### config.mk
export PLATFORM = sky130hd
export DESIGN_NAME = vram_arbiter
export DESIGN_NICKNAME = d
export VERILOG_FILES = /design/src/rtl/vram_pkg.sv /design/src/rtl/vram_tag_pipe.sv /design/src/rtl/vram_arbiter.sv
export SDC_FILE = /design/constraint.sdc
export NUM_CORES = 1
export LEC_CHECK = 0
export ABC_AREA = 1
export BUFFER_PORTS_ARGS = -buffer_cell sky130_fd_sc_hd__buf_2
export CAP_MARGIN = 20
export CORE_ASPECT_RATIO = 0.8
export CORE_MARGIN = 2
export CORE_UTILIZATION = 49
export CTS_CLUSTER_DIAMETER = 30
export DETAILED_ROUTE_END_ITERATION = 16
export PLACE_DENSITY = 0.86
export SLEW_MARGIN = 10
export SYNTH_ARGS = -nofsm -noshare
export SYNTH_HDL_FRONTEND = slang
export SYNTH_SLANG_ARGS = --single-unit
### constraint.sdc
create_clock -name clk_clk -period 4.7 [get_ports clk_clk]
set_input_delay 0.235 -clock clk_clk [delete_from_list [all_inputs] [get_ports clk_clk]]
set_output_delay 0.235 -clock clk_clk [all_outputs]
set_load 0.005 [all_outputs]
### src/rtl/vram_pkg.sv
// vram_pkg
//   Shared types and default widths for the video-memory arbiter slice.
//   req_id_t tags each memory access with the requester that issued it, so
//   read data can be routed back; REQ_NONE marks writes and idle slots.
package vram_pkg;

  localparam int VRAM_AW = 19;
  localparam int VRAM_DW = 16;

  typedef enum logic [1:0] {
    REQ_NONE,
    REQ_VGA,
    REQ_BLT,
    REQ_CPU
  } req_id_t;

endpackage

### src/rtl/vram_tag_pipe.sv
// vram_tag_pipe
//   Shift register of requester tags, RD_LAT stages deep. A tag pushed in
//   alongside a RAM access comes out in the same cycle as that access's
//   read data, so the top can route mem_rdata to the right requester.
//   Ports:
//     clk     - rising-edge clock
//     rst_n   - asynchronous active-low clear (all stages become REQ_NONE)
//     tag_in  - tag of the access currently on the RAM port
//     tag_out - tag of the access whose read data is on mem_rdata now
module vram_tag_pipe
  import vram_pkg::*;
#(
  parameter int RD_LAT = 2
) (
  input  logic    clk,
  input  logic    rst_n,
  input  req_id_t tag_in,
  output req_id_t tag_out
);

  req_id_t stage_q [RD_LAT];
  req_id_t stage_d [RD_LAT];

  always_comb begin
    stage_d[0] = tag_in;
    for (int i = 1; i < RD_LAT; i++) begin
      stage_d[i] = stage_q[i-1];
    end
  end

  // Clearing the pipe on reset drops every in-flight read, so nothing
  // accepted before reset can ever produce an rvalid afterwards.
  always_ff @(posedge clk or negedge rst_n) begin
    if (!rst_n) begin
      for (int i = 0; i < RD_LAT; i++) begin
        stage_q[i] <= REQ_NONE;
      end
    end else begin
      stage_q <= stage_d;
    end
  end

  assign tag_out = stage_q[RD_LAT-1];

endmodule

### src/rtl/vram_arbiter.sv
// vram_arbiter
//   Shares one single-port frame-buffer RAM among VGA prefetch, the sprite
//   blitter and the CPU. One access is granted per cycle; VGA has priority
//   but a starvation counter forces a blitter/CPU slot after STARVE_MAX
//   consecutive VGA wins. Blitter and CPU share slots round-robin.
//   Ports:
//     clk_clk, reset_reset_n           - clock, async active-low reset
//     vga_req/vga_addr, vga_gnt        - VGA read port (read only)
//     blt_req/we/addr/wdata, blt_gnt   - blitter port
//     cpu_req/we/addr/wdata, cpu_gnt   - CPU port
//     vga/blt/cpu_rvalid, rdata        - tagged read return, RD_LAT+2 after grant
//     mem_en/we/addr/wdata, mem_rdata  - RAM port (registered one cycle after grant)
module vram_arbiter
  import vram_pkg::*;
#(
  parameter int AW         = VRAM_AW,
  parameter int DW         = VRAM_DW,
  parameter int RD_LAT     = 2,
  parameter int STARVE_MAX = 8
) (
  input  logic          clk_clk,
  input  logic          reset_reset_n,
  input  logic          vga_req,
  input  logic [AW-1:0] vga_addr,
  output logic          vga_gnt,
  input  logic          blt_req,
  input  logic          blt_we,
  input  logic [AW-1:0] blt_addr,
  input  logic [DW-1:0] blt_wdata,
  output logic          blt_gnt,
  input  logic          cpu_req,
  input  logic          cpu_we,
  input  logic [AW-1:0] cpu_addr,
  input  logic [DW-1:0] cpu_wdata,
  output logic          cpu_gnt,
  output logic          vga_rvalid,
  output logic          blt_rvalid,
  output logic          cpu_rvalid,
  output logic [DW-1:0] rdata,
  output logic          mem_en,
  output logic          mem_we,
  output logic [AW-1:0] mem_addr,
  output logic [DW-1:0] mem_wdata,
  input  logic [DW-1:0] mem_rdata
);

  localparam int SCW = $clog2(STARVE_MAX + 1);
  localparam logic [SCW-1:0] STARVE_TOP = SCW'(STARVE_MAX);

  req_id_t        rr_last_q, rr_last_d;
  logic [SCW-1:0] starve_cnt_q, starve_cnt_d;
  logic           mem_en_q, mem_en_d;
  logic           mem_we_q, mem_we_d;
  logic [AW-1:0]  mem_addr_q, mem_addr_d;
  logic [DW-1:0]  mem_wdata_q, mem_wdata_d;
  req_id_t        mem_tag_q, mem_tag_d;
  logic [DW-1:0]  rdata_q, rdata_d;
  logic           vga_rvalid_q, vga_rvalid_d;
  logic           blt_rvalid_q, blt_rvalid_d;
  logic           cpu_rvalid_q, cpu_rvalid_d;

  req_id_t        rr_pick;
  req_id_t        winner;
  req_id_t        ret_tag;
  logic           lower_req;

  // Grant selection. Grants are forced low while reset is asserted so that
  // every output reads 0 during reset, even with requests held high.
  always_comb begin
    lower_req = blt_req | cpu_req;

    rr_pick = REQ_NONE;
    if (blt_req && cpu_req) begin
      rr_pick = (rr_last_q == REQ_BLT) ? REQ_CPU : REQ_BLT;
    end else if (blt_req) begin
      rr_pick = REQ_BLT;
    end else if (cpu_req) begin
      rr_pick = REQ_CPU;
    end

    winner = REQ_NONE;
    if (!reset_reset_n) begin
      winner = REQ_NONE;
    end else if ((starve_cnt_q == STARVE_TOP) && lower_req) begin
      winner = rr_pick;
    end else if (vga_req) begin
      winner = REQ_VGA;
    end else begin
      winner = rr_pick;
    end

    vga_gnt = (winner == REQ_VGA);
    blt_gnt = (winner == REQ_BLT);
    cpu_gnt = (winner == REQ_CPU);
  end

  // Arbiter state: the counter only runs while a blitter/CPU request is
  // actually waiting behind VGA, so a dropped request clears it.
  always_comb begin
    rr_last_d    = rr_last_q;
    starve_cnt_d = starve_cnt_q;
    if (blt_gnt || cpu_gnt) begin
      rr_last_d = winner;
    end
    if (blt_gnt || cpu_gnt || !lower_req) begin
      starve_cnt_d = '0;
    end else if (vga_gnt && (starve_cnt_q != STARVE_TOP)) begin
      starve_cnt_d = starve_cnt_q + SCW'(1);
    end
  end

  // RAM command stage. Address/data hold their last value in idle cycles to
  // avoid needless toggling on the RAM pins; only mem_en/mem_we matter then.
  always_comb begin
    mem_en_d    = (winner != REQ_NONE);
    mem_we_d    = 1'b0;
    mem_addr_d  = mem_addr_q;
    mem_wdata_d = mem_wdata_q;
    mem_tag_d   = REQ_NONE;
    unique case (winner)
      REQ_VGA: begin
        mem_addr_d = vga_addr;
        mem_tag_d  = REQ_VGA;
      end
      REQ_BLT: begin
        mem_we_d    = blt_we;
        mem_addr_d  = blt_addr;
        mem_wdata_d = blt_wdata;
        mem_tag_d   = blt_we ? REQ_NONE : REQ_BLT;
      end
      REQ_CPU: begin
        mem_we_d    = cpu_we;
        mem_addr_d  = cpu_addr;
        mem_wdata_d = cpu_wdata;
        mem_tag_d   = cpu_we ? REQ_NONE : REQ_CPU;
      end
      default: begin
        mem_tag_d = REQ_NONE;
      end
    endcase
  end

  // The tag enters the pipe together with mem_en, so it leaves exactly when
  // the RAM presents that access's data.
  vram_tag_pipe #(
    .RD_LAT(RD_LAT)
  ) u_tag_pipe (
    .clk    (clk_clk),
    .rst_n  (reset_reset_n),
    .tag_in (mem_tag_q),
    .tag_out(ret_tag)
  );

  // Read return: capture RAM data and pulse the matching rvalid.
  always_comb begin
    rdata_d      = (ret_tag != REQ_NONE) ? mem_rdata : rdata_q;
    vga_rvalid_d = (ret_tag == REQ_VGA);
    blt_rvalid_d = (ret_tag == REQ_BLT);
    cpu_rvalid_d = (ret_tag == REQ_CPU);
  end

  always_ff @(posedge clk_clk or negedge reset_reset_n) begin
    if (!reset_reset_n) begin
      rr_last_q    <= REQ_CPU;
      starve_cnt_q <= '0;
      mem_en_q     <= 1'b0;
      mem_we_q     <= 1'b0;
      mem_addr_q   <= '0;
      mem_wdata_q  <= '0;
      mem_tag_q    <= REQ_NONE;
      rdata_q      <= '0;
      vga_rvalid_q <= 1'b0;
      blt_rvalid_q <= 1'b0;
      cpu_rvalid_q <= 1'b0;
    end else begin
      rr_last_q    <= rr_last_d;
      starve_cnt_q <= starve_cnt_d;
      mem_en_q     <= mem_en_d;
      mem_we_q     <= mem_we_d;
      mem_addr_q   <= mem_addr_d;
      mem_wdata_q  <= mem_wdata_d;
      mem_tag_q    <= mem_tag_d;
      rdata_q      <= rdata_d;
      vga_rvalid_q <= vga_rvalid_d;
      blt_rvalid_q <= blt_rvalid_d;
      cpu_rvalid_q <= cpu_rvalid_d;
    end
  end

  assign mem_en     = mem_en_q;
  assign mem_we     = mem_we_q;
  assign mem_addr   = mem_addr_q;
  assign mem_wdata  = mem_wdata_q;
  assign rdata      = rdata_q;
  assign vga_rvalid = vga_rvalid_q;
  assign blt_rvalid = blt_rvalid_q;
  assign cpu_rvalid = cpu_rvalid_q;

endmodule
==> results of run 1 <==
[layout make-up]
cell class,count,area (sq um),area share [%]
flip-flops and latches,68,1700,39.7
repair buffers,173,880,20.5
clock inverters,7,98.8,2.31
inverters,16,60.1,1.40
clock buffers,9,124,2.89
multi-input cells,264,1320,30.7
well taps,84,105,2.45
[cells in the final DEF, fill, tap and decap left out, types with 2 or more instances in the layout]
cell type / n
nor2_1: 8
nand2_2: 2
ha_1: 2
nand3_1: 59
mux2_2: 16
bufinv_16: 2
inv_2: 3
inv_6: 2
clkbuf_8: 9
buf_4: 3
dfrtp_1: 66
nand2_1: 146
buf_2: 169
inv_1: 13
dfstp_2: 2
nand4_1: 20
[layer usage]
layer / up-vias / track usage [%] / wire [um]
met5: - / 0 / 0
met4: 0 / 7.39 / 157
met3: 18 / 6.13 / 695
met2: 150 / 37.0 / 3960
met1: 1435 / 29.4 / 3410
li1: 1532 / - / -
[registers in the layout, summed over array words and instances, names as in the netlist, 2 cells and up]
name / count
mem_tag_q: 2
mem_addr: 19
starve_cnt_q: 4
rdata: 16
u_tag_pipe.tag_out: 2
rr_last_q: 2
mem_wdata: 16
u_tag_pipe.stage_d: 2
[power groups by stage]
stage | clock network, mW | logic (mW) | registers, mW
2_1_floorplan | 0 | 0.186 | 0.769
3_3_place_gp | 0 | 0.369 | 0.758
4_1_cts | 0.542 | 0.388 | 0.754
3_5_place_dp | 0 | 0.388 | 0.761
5_1_grt | 0.571 | 0.428 | 0.767
6_report | 0.532 | 0.382 | 0.754
[worst paths after layout]
kind,from,to
min in group asynchronous,reset_reset_n,mem_addr[1]$_DFFE_PN0P_
worst min register to register,mem_tag_q[0]$_DFF_PN0_,u_tag_pipe.stage_d[0]$_DFF_PN0_
max in group asynchronous,reset_reset_n,mem_wdata[5]$_DFFE_PN0P_
worst max register to register,starve_cnt_q[0]$_DFFE_PN0P_,mem_addr[9]$_DFFE_PN0P_
worst min-delay path,cpu_wdata[4],mem_wdata[4]$_DFFE_PN0P_
worst max-delay path,starve_cnt_q[0]$_DFFE_PN0P_,cpu_gnt
[cell families after synthesis]
logic type / after synthesis / synth area share [%]
and+or+nand+nor: 241 / 33.5
xor gates and xnor gates: 2 / 0.544
DFF: 68 / 53.0
adders and majority gates: 2 / 0.777
buffers and inverters: 36 / 6.14
AOI/OAI and AO/OA: 3 / 0.505
muxes: 16 / 5.60
[stage by stage]
stage | cells | hold slack [ns] | util, % | power (mW)
floorplan | 368 | -0.0606 | - | 0.955
global placement | 604 | 0.337 | 63.6 | 1.13
detailed placement | 605 | 0.335 | 63.8 | 1.15
CTS | 621 | 0.0894 | 67.2 | 1.68
global route | 621 | 0.0890 | 67.2 | 1.77
finish | 621 | 0.103 | 67.2 | 1.67
[tightest hold or removal path: stages]
cell,delay [ns]
buf_2,0.07
nand2_1,0.04
nand3_1,0.05
==> results_dict.tcl, run 1 <==
set metrics [dict create \
    clockBufferDepth 2 \
    synth_nets 482 \
    run_status "completed" \
    root_buffer "clkbuf_8" \
    cp.depth 9 \
    critPathRequiredTime_ns 4.47 \
    post-dp-hpwl_mm 5.96 \
    cts_inserted_buffers 9 \
    fin_crit_sh_pct 74.5 \
    crit_fanout 39 \
    grt_usage_pct 22.7 \
    start_util_pct 50.5 \
    grt_max_degree 72 \
    hold_violations 0 \
    period_needed_ns 3.50 \
    cts_resized 0 \
    finalWorstSetupSlack_ns 1.20 \
    area_growth_pct 33.2 \
    syn_avg_cell_area_sq_um 8.74 \
    drtIter0Drc 185 \
    die_x_um 94.6 \
    nets 646 \
    cts_setup_buffers 0 \
    placed_area_sq_um 4070 \
    maxCapViolCount 0 \
    gp_congestion 0.840 \
    switchingPower_uw 486 \
    core-area_sq_um 6380 \
    seq_area_frac_synth_pct 53.0 \
    yosysMostFrequentCell "nand2_1" \
    ys_ff_latch 68 \
    yosys_most_used_dff "dfrtp_1" \
    ir_drop_uv 206 \
    cts_sinks 68 \
    startpoint_type "flip-flop" \
    tightestPinTransition_ns 0.858 \
    cts_hold_buffers 0 \
    crit_family "simple AND/OR/NAND/NOR gates" \
    fin_setup_tns_ns 0 \
    ys_top_cells_by_area "dfrtp_1 (51%), nand2_1 (17%), nand3_1 (9.2%), mux2_2 (5.6%), nand4_1 (3.9%)" \
    netlist_instances 368 \
    fmax_mhz 286 \
    min_path_type "input port to flip-flop" \
    hold_depth 3 \
    vias 3135 \
    slowest_delay_ns 0.59 \
    drive_gt1_share_pct 40.6 \
    htree_levels 3 \
    antenna_found_initial 0 \
    cts.reportedPaths.clkPinSlew_ns 0.08 \
    end_kind "primary output" \
    dr.pass1.iters 4 \
    intPower_mw 1.18 \
    p_sw_share_pct 29.2 \
    antenna_cells 0 \
    cts_tree "built" \
    finalSetupViolCount 0 \
    clkPwrFrac_pct 31.9 \
    die_area_sq_um 7240 \
    pwr-share-comb_pct 22.9 \
    ff2ff_setup_slack_ns 1.56 \
    num_rows 26 \
    maxSlewViolCount 0 \
    grt_pass1_vias 2911 \
    async_flop_share_pct 100 \
    yosys.area.top_type_share_pct 51.3 \
    synth_top_cells_by_count "nand2_1 (146), dfrtp_1 (66), nand3_1 (59)" \
    num-fill-cells 546 \
    cp.arrival_ns 3.27 \
    crit_buf_inv 4 \
    p_seq_share_pct 45.2 \
    drc_errors 0 \
    routedWlPerCell_um 13.2 \
    place_ws_ns 1.56 \
    power.leakage_nw 2.40 \
    rsz0062_at_grt "false" \
    powerDensity_nw_per_um2 389 \
    ios 171 \
    ys_warn_count 0 \
    synth_edf_count 0 \
    synth_area_sq_um 3220 \
    grt_pass1_wl_mm 13.1 \
    synth_top_area_cell "dfrtp_1" \
    critical_path.cell_chain "inv_1, ha_1, nand3_2, nand2_2, nand2_2, inv_2, nand2_1, inv_2, buf_2" \
    fp.dieH_um 76.5 \
    portBuffers 170 \
    synth.distinct_cells 25 \
    clock-skew-final_ns 0.00922 \
    max_slew_margin_pct 42.8 \
    routed_wirelength_mm 8.22 \
    grt_overflow 0 \
    ff2ff_path_depth 9 \
    antenna_left 0 \
    fin_area_sq_um 4290 \
    via_per_inst 5.05 \
    cp_slowest_cell "nand2_2" \
    criticalPathCategory "flip-flop to primary output" \
    clkLatencyLatePin_ns 0.33 \
]
Note: power is estimated with default switching activity, not from simulation.
==> run 2, diff against run 1 <==
--- a/config.mk
+++ b/config.mk
@@ -5,15 +5,15 @@
 export SDC_FILE = /design/constraint.sdc
 export NUM_CORES = 1
 export LEC_CHECK = 0
-export ABC_AREA = 1
+export ABC_AREA = 0
 export BUFFER_PORTS_ARGS = -buffer_cell sky130_fd_sc_hd__buf_2
 export CAP_MARGIN = 20
 export CORE_ASPECT_RATIO = 0.8
 export CORE_MARGIN = 2
-export CORE_UTILIZATION = 49
+export CORE_UTILIZATION = 44
 export CTS_CLUSTER_DIAMETER = 30
 export DETAILED_ROUTE_END_ITERATION = 16
-export PLACE_DENSITY = 0.86
+export PLACE_DENSITY = 0.79
 export SLEW_MARGIN = 10
 export SYNTH_ARGS = -nofsm -noshare
 export SYNTH_HDL_FRONTEND = slang
==> constraint.sdc (replaced) <==
create_clock -name clk_clk -period 3.6 [get_ports clk_clk]
set_input_delay 0.18 -clock clk_clk [delete_from_list [all_inputs] [get_ports clk_clk]]
set_output_delay 0.18 -clock clk_clk [all_outputs]
set_load 0.005 [all_outputs]
==> results_dict.tcl, run 2 <==
set metrics [dict create \
    ir_drop_uv 254 \
    antenna_cells 0 \
    drive_gt1_share_pct 47.6 \
    via_per_inst 4.90 \
    cts_tree "built" \
    synth_area_sq_um 3090 \
    multi_input_area_sq_um 1270 \
    cts_sinks 68 \
    hold_violations 0 \
    ys_ff_latch 68 \
    critPathRequiredTime_ns 3.42 \
    syn_avg_cell_area_sq_um 11.4 \
    post-dp-hpwl_mm 5.40 \
    cts_resized 0 \
    mostFrequentLayoutCells "buf_2 (170), dfrtp_1 (66), nand2_1 (39)" \
    synth.distinct_cells 31 \
    clockBufferDepth 2 \
    fin_setup_tns_ns 0 \
    die_area_sq_um 7720 \
    yosys.area.top_type_share_pct 53.4 \
    seqCellArea_sq_um 1700 \
    ff2ff_path_depth 5 \
    antenna_found_initial 0 \
    ios 171 \
    cts.reportedPaths.clkPinSlew_ns 0.07 \
    synth_edf_count 0 \
    synth_top_area_cell "dfrtp_1" \
    grt_usage_pct 19.2 \
    dr.pass1.iters 4 \
    num-fill-cells 604 \
    antenna_left 0 \
    fp.dieH_um 79.0 \
    rsz0062_at_grt "false" \
    htree_levels 3 \
    power.leakage_nw 2.20 \
    clkLatencyLatePin_ns 0.33 \
    hold_depth 2 \
    nets 552 \
    ys_top_cells_by_area "dfrtp_1 (53%), mux2i_1 (12%), mux2_2 (5.8%), nand2_1 (4.7%), o211ai_1 (4.6%)" \
    seq_area_frac_synth_pct 55.1 \
    finalSetupViolCount 0 \
    cp.arrival_ns 2.32 \
    die_x_um 97.7 \
    grt_overflow 0 \
    yosys_most_used_dff "dfrtp_1" \
    crit_fanout 74 \
    slowest_delay_ns 0.56 \
    powerDensity_nw_per_um2 464 \
    final_util_pct 60.7 \
    gp_congestion 0.762 \
    synth_nets 385 \
    core-area_sq_um 6860 \
    vias 2598 \
    async_flop_share_pct 100 \
    largest_reg_flops 19 \
    run_status "completed" \
    max_slew_margin_pct 43.2 \
    grt_max_degree 75 \
    portBuffers 170 \
    final_common_cell "buf_2" \
    grt_pass1_wl_mm 11.8 \
    ys_warn_count 0 \
    yosysMostFrequentCell "dfrtp_1" \
    root_buffer "clkbuf_8" \
    routedWlPerCell_um 13.5 \
    cpMostUsedCell "buf_2" \
    fin_crit_sh_pct 69.5 \
    startpoint_type "input port" \
    critical_path.cell_chain "dlygate4sd3_1, buf_2, o21ai_0, a21o_4, nor2_1, buf_2" \
    maxSlewViolCount 0 \
    criticalPathCategory "input port to primary output" \
    start_util_pct 45.1 \
    num_rows 27 \
    cp_slowest_cell "buf_2" \
    end_kind "primary output" \
    drtIter0Drc 69 \
    area_growth_pct 34.6 \
    min_path_type "input port to flip-flop" \
    netlist_instances 271 \
    fmax_mhz 400 \
    synth_top_cells_by_count "dfrtp_1 (66), nand2_1 (39), mux2i_1 (37)" \
    routed_wirelength_mm 7.16 \
    period_needed_ns 2.50 \
    grt_pass1_vias 2438 \
    drc_errors 0 \
    tightestPinTransition_ns 0.852 \
    cts_inserted_buffers 9 \
    clock-skew-final_ns 0.00858 \
    maxCapViolCount 0 \
]
run 2: changes by cell type in the layout (fill, tap and decap cells not counted), sizes merged, moves of 3 or more:
cell and change:
o211ai +19, nand4 -21, nand3 -40, nor2b +3
mux2i +37, nand2 -110, o21ai +19, nor2 -4
inv -12
run 2: power breakdown:
part | total, mW | internal (mW) | leakage [nW] | switching [mW]
logic | 0.419 | 0.218 | 1.28 | 0.201
registers | 0.929 | 0.873 | 0.833 | 0.0556
clock network | 0.585 | 0.317 | 0.0931 | 0.268
total | 1.93 | 1.41 | 2.20 | 0.525
run 2: stage by stage:
stage | instances | total power, mW | hold slack (ns) | worst slack (ns) | instance area [sq um]
floorplan | 271 | 1.16 | -0.116 | 2.00 | 3090
global placement | 513 | 1.35 | 0.243 | 1.34 | 3960
detailed placement | 513 | 1.37 | 0.251 | 1.23 | 3960
CTS | 530 | 1.96 | 0.0228 | 0.848 | 4150
global route | 530 | 2.05 | 0.0388 | 0.796 | 4160
finish | 530 | 1.93 | 0.0504 | 1.10 | 4160
run 2: repair_timing:
action,in CTS,in global routing
hold buffers,1,0
endpoints found under the setup margin,0,0
endpoints found under the hold margin,23,0
buffers inserted,0,0
run 2: area by class of cell:
type                            count  area share (%)
Multi-Input combinational cell    180            30.4
Clock inverter                      5            1.26
Inverter                            6           0.541
Timing Repair Buffer              173            21.0
Tap cell                           87            2.61
Sequential cell                    68            40.9
Clock buffer                       11            3.16
run 2: final timing paths:
kind | start | to | slack (ns)
min | cpu_we | mem_tag_q[0]$_DFF_PN0_ | 0.05
min reg2reg | mem_tag_q[0]$_DFF_PN0_ | u_tag_pipe.stage_d[0]$_DFF_PN0_ | 0.35
max in group asynchronous | reset_reset_n | starve_cnt_q[1]$_DFFE_PN0P_ | 2.18
min in group asynchronous | reset_reset_n | mem_wdata[12]$_DFFE_PN0P_ | 0.45
max reg2reg | rr_last_q[1]$_DFFE_PN1P_ | mem_addr[1]$_DFFE_PN0P_ | 1.32
max | reset_reset_n | blt_gnt | 1.10
run 2: worst max-delay path, delay by kind of cell:
| kind | cells | cell delay [ns] |
|---|---|---|
| AO/OA/AOI/OAI | 2 | 0.76 |
| AND/OR/NAND/NOR | 1 | 0.15 |
| buffers and inverters | 3 | 1.22 |
run 2: metal layers:
metal	GRT usage, %	vias up	routed length [um]
li1	-	1286	-
met2	30.6	116	3350
met3	5.81	9	538
met5	0	-	0
met4	5.83	0	90
met1	25.7	1187	3180
run 2: cells by family (layout without fill, tap and decap cells):
| family | Yosys count | count (layout) | share of synthesized area [%] |
|---|---|---|---|
| buffers and inverters | 23 | 195 | 4.37 |
| muxes | 53 | 53 | 17.8 |
| xor gates and xnor gates | 1 | 1 | 0.283 |
| DFF | 68 | 68 | 55.1 |
| adders and majority gates | 2 | 2 | 0.809 |
| AOI/OAI and AO/OA | 48 | 48 | 10.6 |
| and+or+nand+nor | 76 | 76 | 11.1 |
==> run 3, diff against run 2 <==
==> constraint.sdc (replaced) <==
create_clock -name clk_clk -period 2.48 [get_ports clk_clk]
set_input_delay 0.124 -clock clk_clk [delete_from_list [all_inputs] [get_ports clk_clk]]
set_output_delay 0.124 -clock clk_clk [all_outputs]
set_load 0.005 [all_outputs]
==> results_dict.tcl, run 3 (synthesis gave the netlist of run 2 again) <==
set metrics [dict create \
    run_status "completed" \
    htree_levels 3 \
    drtIter0Drc 86 \
    power.total_mw 2.87 \
    tightestPinTransition_ns 0.665 \
    slowest_delay_ns 0.59 \
    ios 171 \
    drc_errors 0 \
    cts_sinks 68 \
    grt_pass1_vias 2497 \
    min_path_type "input port to flip-flop" \
    die_x_um 97.7 \
    grt_max_degree 75 \
    max_slew_margin_pct 55.7 \
    drive_gt1_share_pct 48.0 \
    fin_area_sq_um 4240 \
    routedWlPerCell_um 13.2 \
    rsz0062_at_grt "false" \
    antenna_left 0 \
    fin_crit_sh_pct 86.7 \
    final_common_cell "buf_2" \
    routed_wirelength_mm 7.11 \
    ff2ff_path_depth 6 \
    area_growth_pct 37.0 \
    clockBufferDepth 2 \
    fp.dieH_um 79.0 \
    clkLatencyLatePin_ns 0.33 \
    start_util_pct 45.1 \
    placed_area_sq_um 3990 \
    cp_slowest_cell "a21o_4" \
    gp_congestion 0.747 \
    finalSetupViolCount 0 \
    maxSlewViolCount 0 \
    grt_pass1_wl_mm 11.3 \
    clock-skew-final_ns 0.00808 \
    die_area_sq_um 7720 \
    end_kind "primary output" \
    cts_inserted_buffers 9 \
    whs_ns 0.0211 \
    num-fill-cells 604 \
    hold_violations 0 \
    period_needed_ns 2.15 \
    critical_path.cell_chain "inv_1, ha_1, nand3b_1, a21o_4, nor2_1, buf_2" \
    grt_overflow 0 \
    fmax_mhz 465 \
    seqCellArea_sq_um 1700 \
    cts_tree "built" \
    vias 2645 \
    ir_drop_uv 311 \
    powerDensity_nw_per_um2 678 \
    portBuffers 170 \
    maxCapViolCount 0 \
    largest_reg_flops 19 \
    fin_setup_tns_ns 0 \
    antenna_cells 0 \
    num_rows 27 \
    mostFrequentLayoutCells "buf_2 (170), dfrtp_1 (66), nand2_1 (39)" \
    hold_depth 2 \
    criticalPathCategory "flip-flop to primary output" \
    cts.reportedPaths.clkPinSlew_ns 0.07 \
    antenna_found_initial 0 \
    root_buffer "clkbuf_8" \
    dr.pass1.iters 4 \
    power.leakage_nw 2.24 \
    startpoint_type "flip-flop" \
    crit_fanout 74 \
    cts_setup_buffers 0 \
    grt_usage_pct 18.5 \
    multi_input_area_sq_um 1260 \
    post-dp-hpwl_mm 5.25 \
    core-area_sq_um 6860 \
    via_per_inst 4.93 \
    cp.arrival_ns 2.03 \
    critPathRequiredTime_ns 2.36 \
    nets 559 \
]
[run 3: cell types whose count changed in the layout (fill, tap and decap cells not counted), sizes merged]
cell         before  now
clkbuf           11   10
dlygate4sd3       1    4
buf             172  176
clkinvlp          1    2
[run 3: layout make-up]
cell class,instances,area share [%]
inverters,6,0.531
well taps,87,2.57
repair buffers,180,22.1
flip-flops and latches,68,40.2
multi-input cells,180,29.8
clock buffers,10,3.25
clock inverters,6,1.51
[run 3: final timing paths]
check / from / end / slack [ns]
worst max-delay path: starve_cnt_q[0]$_DFFE_PN0P_ / blt_gnt / 0.33
worst min-delay path: mem_rdata[10] / rdata[10]$_DFFE_PN0P_ / 0.02
worst max register to register: starve_cnt_q[0]$_DFFE_PN0P_ / mem_addr[1]$_DFFE_PN0P_ / 0.59
worst min register to register: u_tag_pipe.stage_d[0]$_DFF_PN0_ / u_tag_pipe.tag_out[0]$_DFF_PN0_ / 0.35
max in group asynchronous: reset_reset_n / mem_en$_DFF_PN0_ / 1.25
min in group asynchronous: reset_reset_n / mem_wdata[13]$_DFFE_PN0P_ / 0.40
[run 3: critical path: cells and delay by family, from the launching register on]
family | cells | cell delay, ns
flops | 1 | 0.37
simple gates | 2 | 0.30
buf+inv | 2 | 0.23
fa+ha+maj | 1 | 0.20
compound gates | 1 | 0.59
[run 3: metrics by stage]
stage          setup slack, ns  instances  util (%)
5_1_grt                  0.182        537      61.8
3_5_place_dp             0.200        517      58.2
4_1_cts                  0.294        536      61.6
2_1_floorplan            0.884        271         -
6_report                 0.329        537      61.8
3_3_place_gp             0.340        517      58.2
[run 3: timing repair]
item                                   4_1_cts  5_1_grt
setup endpoints to repair                    1        0
resized for setup                            1        0
endpoints found under the hold margin       30        1
hold buffers                                 3        1
[run 3: per-layer routing]
| layer | share of wire (%) | global-route usage [%] | up-vias | wire length, um |
|---|---|---|---|---|
| li1 | - | - | 1300 | - |
| met1 | 43 | 22.4 | 1219 | 3070 |
| met2 | 48 | 31.4 | 120 | 3430 |
| met3 | 7.8 | 6.51 | 6 | 557 |
| met4 | 0.76 | 5.56 | 0 | 54 |
| met5 | 0 | 0 | - | 0 |
[run 3: power breakdown]
group	switching, mW	internal, mW
logic	0.289	0.326
clock network	0.422	0.490
registers	0.0778	1.27
